<file path="src/rtl/mf_clken_pkg.sv">
// Shared types and width helpers for the multi-channel clock-enable generator.
package mf_clken_pkg;

    typedef enum logic [1:0] {
        StIdle   = 2'd0,
        StSettle = 2'd1,
        StRun    = 2'd2
    } clken_state_e;

    // Channel-select width; a single channel still needs a 1-bit port.
    function automatic int unsigned ch_width(input int unsigned num_ch);
        return (num_ch > 1) ? $clog2(num_ch) : 1;
    endfunction

    // Lock counter must be able to hold LOCK_CYCLES itself.
    function automatic int unsigned cnt_width(input int unsigned lock_cycles);
        return (lock_cycles > 0) ? $clog2(lock_cycles + 1) : 1;
    endfunction

endpackage

</file>
<file path="src/rtl/mf_clken_nco.sv">
// One clock-enable channel: phase accumulator, glitch-free increment update and
// divided square wave.
module mf_clken_nco #(
    parameter int unsigned ACC_W = 32
) (
    input  logic             clk,
    input  logic             rst,
    input  logic             enter_run,
    input  logic             run,
    input  logic             leave_run,
    input  logic             wr,
    input  logic [ACC_W-1:0] cfg_inc,
    input  logic [ACC_W-1:0] cfg_phase,
    output logic             ce,
    output logic             tog,
    output logic             pend
);

    logic [ACC_W-1:0] acc_q;
    logic [ACC_W-1:0] inc_q;
    logic [ACC_W-1:0] phase_q;
    logic [ACC_W-1:0] pend_inc_q;
    logic             pend_q;
    logic             ce_q;
    logic             tog_q;
    logic [ACC_W:0]   sum;
    logic             carry;
    logic             wr_direct;

    assign sum   = {1'b0, acc_q} + {1'b0, inc_q};
    assign carry = run & sum[ACC_W];
    // While running, a live increment may only change on a wrap, so it is parked.
    assign wr_direct = wr && (!run || (inc_q == '0));

    always_ff @(posedge clk) begin
        if (rst) begin
            acc_q      <= '0;
            inc_q      <= '0;
            phase_q    <= '0;
            pend_inc_q <= '0;
            pend_q     <= 1'b0;
            ce_q       <= 1'b0;
            tog_q      <= 1'b0;
        end else begin
            if (enter_run) begin
                acc_q <= phase_q;
            end else if (run) begin
                acc_q <= sum[ACC_W-1:0];
            end

            ce_q <= carry;

            if (!run) begin
                tog_q <= 1'b0;
            end else if (carry) begin
                tog_q <= ~tog_q;
            end

            if (wr_direct) begin
                inc_q   <= cfg_inc;
                phase_q <= cfg_phase;
            end else if (wr) begin
                phase_q    <= cfg_phase;
                pend_inc_q <= cfg_inc;
                pend_q     <= 1'b1;
            end else if (pend_q && (leave_run || carry)) begin
                inc_q  <= pend_inc_q;
                pend_q <= 1'b0;
            end
        end
    end

    assign ce   = ce_q;
    assign tog  = tog_q;
    assign pend = pend_q;

    // The top-level handshake holds cfg_ready low while anything is parked.
    a_no_wr_while_pending: assert property (@(posedge clk) disable iff (rst)
        !(wr && pend_q));

endmodule

</file>
<file path="src/rtl/mf_clken_gen.sv">
// Multi-channel NCO clock-enable generator gated by a PLL lock settle FSM.
module mf_clken_gen
    import mf_clken_pkg::*;
#(
    parameter  int unsigned NUM_CH      = 5,
    parameter  int unsigned ACC_W       = 32,
    parameter  int unsigned LOCK_CYCLES = 255,
    localparam int unsigned CH_W        = ch_width(NUM_CH)
) (
    input  logic              clk,
    input  logic              rst,
    input  logic              pll_locked,
    input  logic              cfg_valid,
    output logic              cfg_ready,
    input  logic [CH_W-1:0]   cfg_ch,
    input  logic [ACC_W-1:0]  cfg_inc,
    input  logic [ACC_W-1:0]  cfg_phase,
    output logic [NUM_CH-1:0] ce,
    output logic [NUM_CH-1:0] tog,
    output logic              running
);

    localparam int unsigned CNT_W = cnt_width(LOCK_CYCLES);

    clken_state_e      state_q;
    logic [CNT_W-1:0]  cnt_q;
    logic              running_q;
    logic              lock_done;
    logic              enter_run;
    logic              run;
    logic              leave_run;
    logic [NUM_CH-1:0] pend;

    assign lock_done = (cnt_q == CNT_W'(LOCK_CYCLES));
    assign enter_run = (state_q == StSettle) && pll_locked && lock_done;
    assign run       = (state_q == StRun) && pll_locked;
    assign leave_run = (state_q == StRun) && !pll_locked;

    always_ff @(posedge clk) begin
        if (rst) begin
            state_q   <= StIdle;
            cnt_q     <= '0;
            running_q <= 1'b0;
        end else begin
            case (state_q)
                StIdle: begin
                    if (pll_locked) begin
                        state_q <= StSettle;
                        cnt_q   <= '0;
                    end
                end
                StSettle: begin
                    if (!pll_locked) begin
                        state_q <= StIdle;
                        cnt_q   <= '0;
                    end else if (lock_done) begin
                        state_q   <= StRun;
                        running_q <= 1'b1;
                    end else begin
                        cnt_q <= cnt_q + CNT_W'(1);
                    end
                end
                StRun: begin
                    if (!pll_locked) begin
                        state_q   <= StIdle;
                        cnt_q     <= '0;
                        running_q <= 1'b0;
                    end
                end
                default: begin
                    state_q   <= StIdle;
                    cnt_q     <= '0;
                    running_q <= 1'b0;
                end
            endcase
        end
    end

    assign running = running_q;

    // Requests for channels beyond NUM_CH match no instance and are dropped.
    for (genvar i = 0; i < NUM_CH; i++) begin : g_ch
        logic wr;
        assign wr = cfg_valid && cfg_ready && (cfg_ch == CH_W'(i));

        mf_clken_nco #(
            .ACC_W(ACC_W)
        ) u_nco (
            .clk       (clk),
            .rst       (rst),
            .enter_run (enter_run),
            .run       (run),
            .leave_run (leave_run),
            .wr        (wr),
            .cfg_inc   (cfg_inc),
            .cfg_phase (cfg_phase),
            .ce        (ce[i]),
            .tog       (tog[i]),
            .pend      (pend[i])
        );
    end

    assign cfg_ready = ~|pend;

    a_quiet_when_stopped: assert property (@(posedge clk) disable iff (rst)
        !running |-> (ce == '0) && (tog == '0));

endmodule

</file>
<file path="config.mk">
export PLATFORM = sky130hd
export DESIGN_NAME = mf_clken_gen
export DESIGN_NICKNAME = d
export VERILOG_FILES = /design/src/rtl/mf_clken_pkg.sv /design/src/rtl/mf_clken_nco.sv /design/src/rtl/mf_clken_gen.sv
export SDC_FILE = /design/constraint.sdc
export NUM_CORES = 2
export LEC_CHECK = 0
export BUFFER_PORTS_ARGS = -buffer_cell sky130_fd_sc_hd__buf_4
export CAP_MARGIN = 20
export CORE_ASPECT_RATIO = 1.1
export CORE_MARGIN = 2
export CORE_UTILIZATION = 23
export CTS_CLUSTER_SIZE = 24
export DETAILED_ROUTE_END_ITERATION = 6
export SYNTH_ARGS = -nofsm -noshare
export SYNTH_HDL_FRONTEND = slang
export SYNTH_SLANG_ARGS = --single-unit
export TNS_END_PERCENT = 30
</file>
<file path="constraint.sdc">
create_clock -name clk -period 2.9 [get_ports clk]
set_input_delay 0.435 -clock clk [delete_from_list [all_inputs] [get_ports clk]]
set_output_delay 0.435 -clock clk [all_outputs]
set_load 0.02 [all_outputs]
</file>
**Word-level counts from Yosys, hierarchy flattened**

Cells that the tools add are included.

- Flip-flop bits (word level): 666
- Input bits: 71
- Output and inout bits: 12

- Add/subtract/negate cells: 6
- Equality and inequality tests: 18
- Muxes and demuxes: 59
- Bitwise gates (word level): 17
- Reduce and logical (&&, ||, !) cells: 76

Operators by type and width:

| kind | count |
|---|---|
| 32-bit two-way mux | 35 |
| 32-bit by 32-bit adder with 33-bit output | 5 |
| 32-bit zero test | 5 |
| 8-bit two-way mux | 4 |
| 2-bit nonzero test | 16 |
| 2-bit AND reduction | 15 |
| 8-bit one-hot mux with 3 select lines | 1 |
| 1-bit logical AND | 20 |
| 2-bit != test, second input constant | 9 |
| 1-bit two-way mux | 13 |
| 1-bit NOT | 12 |
| 1-bit logical OR | 10 |
| 8-bit by 1-bit adder with 8-bit output, second input constant | 1 |
| 8-bit equality test, second input constant | 1 |
| 2-bit two-way mux | 4 |
| 3-bit by 2-bit equality test with 1-bit output, second input constant | 2 |
| 3-bit != test, second input constant | 2 |
| 2-bit one-hot mux with 3 select lines | 1 |
| 3-bit AND reduction | 2 |
| 1-bit bitwise AND | 5 |
| 5-bit OR reduction | 1 |
| 4-bit AND reduction | 1 |
| 3-bit by 1-bit equality test with 1-bit output, second input constant | 1 |
| 3-bit equality test, second input constant | 1 |
| other kinds (7) | 9 |

**Depth between registers and ports, before layout**

- Depth after elaboration: 8
- Mapped depth: 15
- Mapped depth without buffers: 13

**By module**

A second synthesis with hierarchy kept.

- Cell total of the unflattened synthesis: 4065
- Area, all modules: 35462.8 um^2

By module, submodules not included:

| module | instances | cells each | area each (um^2) |
|---|---|---|---|
| mf_clken_nco at g_ch[2].u_nco ... | 3 | 799 | 6904.1 |
| mf_clken_nco at g_ch[0].u_nco ... | 2 | 796 | 7056.8 |
| mf_clken_gen | 1 | 76 | 636.9 |

**Least setup slack after synthesis**

OpenSTA, ideal clock, no wires.

- Path type: flip-flop to flip-flop
- Start: reg g_ch[2].u_nco.inc_q[17]
- End: reg g_ch[2].u_nco.inc_q[10]
- Arrival time: 2.980 ns
- Setup slack: -0.222 ns
- Cell stages (with the launch flop): 15
- Path buffers: 3
- Period minus slack after synthesis: 3.122 ns
- Cells stage by stage: dfxtp_1 -> ha_1 -> buf_2 -> a21o_1 -> a21o_1 -> a2111oi_2 -> nor3_1 -> or4_1 -> o221ai_2 -> o2111ai_1 -> and4_1 -> clkbuf_1 -> buf_2 -> nand2_1 -> a311oi_1

- Longest elaborated chain between the ends: 6

RTL lines:

| what | RTL line | RTL |
|---|---|---|
| from (decl) | mf_clken_nco.sv:20 | `logic [ACC_W-1:0] inc_q;` |
| from (signal assigned) | mf_clken_nco.sv:60 | `inc_q <= cfg_inc;` |
| from (signal assigned) | mf_clken_nco.sv:67 | `inc_q <= pend_inc_q;` |
| 32-bit by 32-bit adder with 33-bit output | mf_clken_nco.sv:30 | `assign sum = {1'b0, acc_q} + {1'b0, inc_q};` |
| 1-bit bitwise AND | mf_clken_nco.sv:31 | `assign carry = run & sum[ACC_W];` |
| 1-bit logical OR | mf_clken_nco.sv:66 | `end else if (pend_q && (leave_run \|\| carry)) begin` |
| 1-bit logical AND | mf_clken_nco.sv:66 |  |
| 2-bit nonzero test (no source line) | n/a |  |
| 2-bit AND reduction (no source line) | n/a |  |

Parallel ways exist; a longest one is shown, timed or not.
A chain may end at the register's enable or synchronous reset.

**Worst setup path in the final report**

- Start: reg g_ch[2].u_nco.inc_q[23]
- End: reg g_ch[2].u_nco.inc_q[1]

Same word-level chain as after synthesis.

==> metrics.txt <==
proportion of synthesized chip area in sequential cells 0.396; Vert. Die Dim 405 um; number of synthesis warnings 0; synthesized area per cell 8.22 um2; vias per std cell 4.96; max-cap violation count 0; first-pass iteration count of the detailed router 5; slew at the pin with the worst max-slew slack 1.03 ns; fin cells 6375; overall via count from detail_route 31598; die area around 150000 um2; synthesis-to-finish area growth 28.5%; number of clock sinks 666; # DRC 0; cts hold-fix bufs 0; least setup slack across all paths after layout -0.331 ns; startpoint type of the worst setup path flop; endpoints failing setup 173; kind of capture point of the worst setup path flop; clock-pin slew on the worst setup and hold paths about 0.06 ns; Max clock buf depth 3; number of top-level pins 83; Post-synth top cells sky130_fd_sc_hd__nand2_1, sky130_fd_sc_hd__dfxtp_1, sky130_fd_sc_hd__a21oi_1, sky130_fd_sc_hd__nor2_1, sky130_fd_sc_hd__clkbuf_1; final standard cell area without fillers 43200 um2; wire length of the first global-routing pass 183 mm; post-synth cell types 81; x dimension of the die 369 um; number of synthesized flops with an enable pin 0; Placed Area 38800 um2; Gate Count Post-Synth a little over 4000; total routed wirelength between 100 and 150 mm; Period minus WS final 3.23 ns; placed cell count 6198; placeable core region 146000 um2; global-route total usage across every layer 0.158; setup clock skew after layout 0.0311 ns; maximum number of pins on one net before global-route repair 189; starting utilization of the core area 0.231; WL/cell 19.2 um; path type of the worst min-delay path input port to flop; IR drop worst, VDD 0.383 mV; Mapped Area between 30000 and 40000 um2; maximum operating frequency 0.309 GHz; Crit Path Category flop to flop; TritonCTS clock tree yes; latest clock arrival within the worst-skew pair around 0.66 ns; final standard cell utilization of the core 0.297; Rel. slew slack 0.313; half-perimeter wire length of the detailed placement result 82.5 mm; Critical Path AT 3.77 ns; final estimated routing congestion in global placement 0.919; vias in the first global route 29858; number of synthesized register bits 666; number of nets produced by synthesis 4327; H-Tree Level Count 3; cell at the root of the clock tree sky130_fd_sc_hd__clkbuf_16; leakage power figure about 18 nW; data required time at the worst endpoint approximately 3.4 ns; top cells by area, synth sky130_fd_sc_hd__dfxtp_1, sky130_fd_sc_hd__nand2_1, sky130_fd_sc_hd__a21oi_1; final global-route overflow total 0; final slew viol count 0; residual antenna-violating net count after detailed routing 0; Cell Rows roughly 150; share of cells above drive strength 1 0.199; final worst path period share 1.11; top-count cell post-synth sky130_fd_sc_hd__nand2_1; DRC violation total after the first TritonRoute iteration 2900; area share of the largest cell type after synthesis 0.396; setup repair after global routing missed its margin true; Layout Nets ~4600; Main synth FF type sky130_fd_sc_hd__dfxtp_1; power density normalized to cell area 465 nW/um2; highest net fanout along the worst path 5; Inserted Clock Buffers 72; count of port buffers added during placement 82; cell type contributing the most total cell area after synthesis sky130_fd_sc_hd__dfxtp_1; initial antenna violation count 20; result of the run finished with violations; FFs w/ async S/R, synth 0; violated checks negative setup slack; count of endpoints failing hold in the final timing report 0
worst paths after layout:
check	slack, ns	to	start	depth (start not counted)
hold reg to reg	0.45	g_ch[1].u_nco.pend_inc_q[26]$_SDFFE_PP0P_	g_ch[1].u_nco.pend_inc_q[26]$_SDFFE_PP0P_	2
setup / recovery	-0.33	g_ch[2].u_nco.inc_q[1]$_SDFFE_PP0P_	g_ch[2].u_nco.inc_q[23]$_SDFFE_PP0P_	14
setup reg to reg	-0.33	g_ch[2].u_nco.inc_q[1]$_SDFFE_PP0P_	g_ch[2].u_nco.inc_q[23]$_SDFFE_PP0P_	14
hold / removal	0.09	g_ch[0].u_nco.phase_q[2]$_SDFFE_PP0P_	cfg_phase[2]	3
metrics by stage:
step	power [mW]	setup slack, ns	TNS, ns	hold WS [ns]
after global placement	10.8	-0.374	-57.40	0.437
final	20.1	-0.331	-29.47	0.0947
after global routing	20.7	-0.413	-50.20	0.102
after floorplan	10.2	-0.0475	-3.63	0.431
after CTS	20.2	-0.329	-32.42	0.0899
after detailed placement	10.9	-0.472	-67.41	0.443
critical path, stage by stage, from the launching register on:
cell,delay (ns)
sky130_fd_sc_hd__dfxtp_1,0.35
sky130_fd_sc_hd__ha_1,0.33
sky130_fd_sc_hd__a21oi_2,0.19
sky130_fd_sc_hd__nand2_2,0.09
sky130_fd_sc_hd__a2111oi_4,0.29
sky130_fd_sc_hd__nor3_2,0.09
sky130_fd_sc_hd__or4_4,0.44
sky130_fd_sc_hd__o221ai_4,0.17
sky130_fd_sc_hd__o2111ai_2,0.17
sky130_fd_sc_hd__buf_4,0.18
sky130_fd_sc_hd__nand4_4,0.19
sky130_fd_sc_hd__buf_4,0.17
sky130_fd_sc_hd__buf_12,0.13
sky130_fd_sc_hd__nand2_4,0.05
sky130_fd_sc_hd__a311oi_2,0.28
final cells by class:
cell class / instances / area, um2
antenna: 2 / 5.00
sequential: 666 / 13400
inverter: 54 / 203
fill: 15345 / 102000
clock buffer: 108 / 2160
multi-input combinational: 3066 / 20200
timing repair buffer: 526 / 4670
clock inverter: 16 / 203
tap: 1937 / 2420
layer usage:
layer	up-vias	track usage	wire, um
met5	-	0	166
met4	26	0.0554	3840
met3	210	0.0261	8210
met2	965	0.256	55900
met1	15279	0.210	54500
li1	15118	-	-
logic make-up after synthesis:
kind of cell	share of synthesized area
buffers and inverters	0.0439
adder cells (fa/ha/maj)	0.0629
AO/OA/AOI/OAI	0.221
flip-flops	0.396
XOR/XNOR	0.0352
multiplexers	0.0685
AND/OR/NAND/NOR	0.172
where the power goes:
part           switching, mW  internal (mW)
Combinational          0.883          0.451
Sequential             0.112           9.28
Clock                   3.90           5.50
Total                   4.90           15.2
registers in the layout, summed over array words and instances, names as in the netlist:
name	count
cnt_q	8
g_ch.u_nco.acc_q	160
g_ch.u_nco.ce	5
g_ch.u_nco.inc_q	160
g_ch.u_nco.pend	5
g_ch.u_nco.pend_inc_q	160
g_ch.u_nco.phase_q	160
g_ch.u_nco.tog	5
running	1
state_q	2
what timing repair did:
| action | 4_1_cts | 5_1_grt |
|---|---|---|
| gates cloned | 14 | 1 |
| buffers inserted | 34 | 10 |
| gates resized for setup | 191 | 135 |
| setup endpoints to repair | 214 | 243 |
| pin swaps | 155 | 112 |
cells in the final DEF (no fill, tap or decap), types with 27 or more instances in the layout:
cell	synthesis	final
sky130_fd_sc_hd__mux2i_1	229	220
sky130_fd_sc_hd__a21o_1	81	81
sky130_fd_sc_hd__a22oi_1	122	122
sky130_fd_sc_hd__a21oi_1	486	462
sky130_fd_sc_hd__ha_1	161	142
sky130_fd_sc_hd__nor2_1	399	391
sky130_fd_sc_hd__a211oi_1	141	128
sky130_fd_sc_hd__inv_1	53	47
sky130_fd_sc_hd__xor2_1	54	53
sky130_fd_sc_hd__nand4_1	27	27
sky130_fd_sc_hd__o22ai_1	31	30
sky130_fd_sc_hd__nor4_1	46	44
sky130_fd_sc_hd__dfxtp_1	666	643
sky130_fd_sc_hd__clkbuf_16	0	78
sky130_fd_sc_hd__nand3_1	38	38
sky130_fd_sc_hd__buf_12	0	33
sky130_fd_sc_hd__nand2_1	702	665
sky130_fd_sc_hd__buf_4	13	465
sky130_fd_sc_hd__xnor2_1	81	81
sky130_fd_sc_hd__o21ai_0	90	76
No activity file was read; power rests on OpenSTA's default activity.
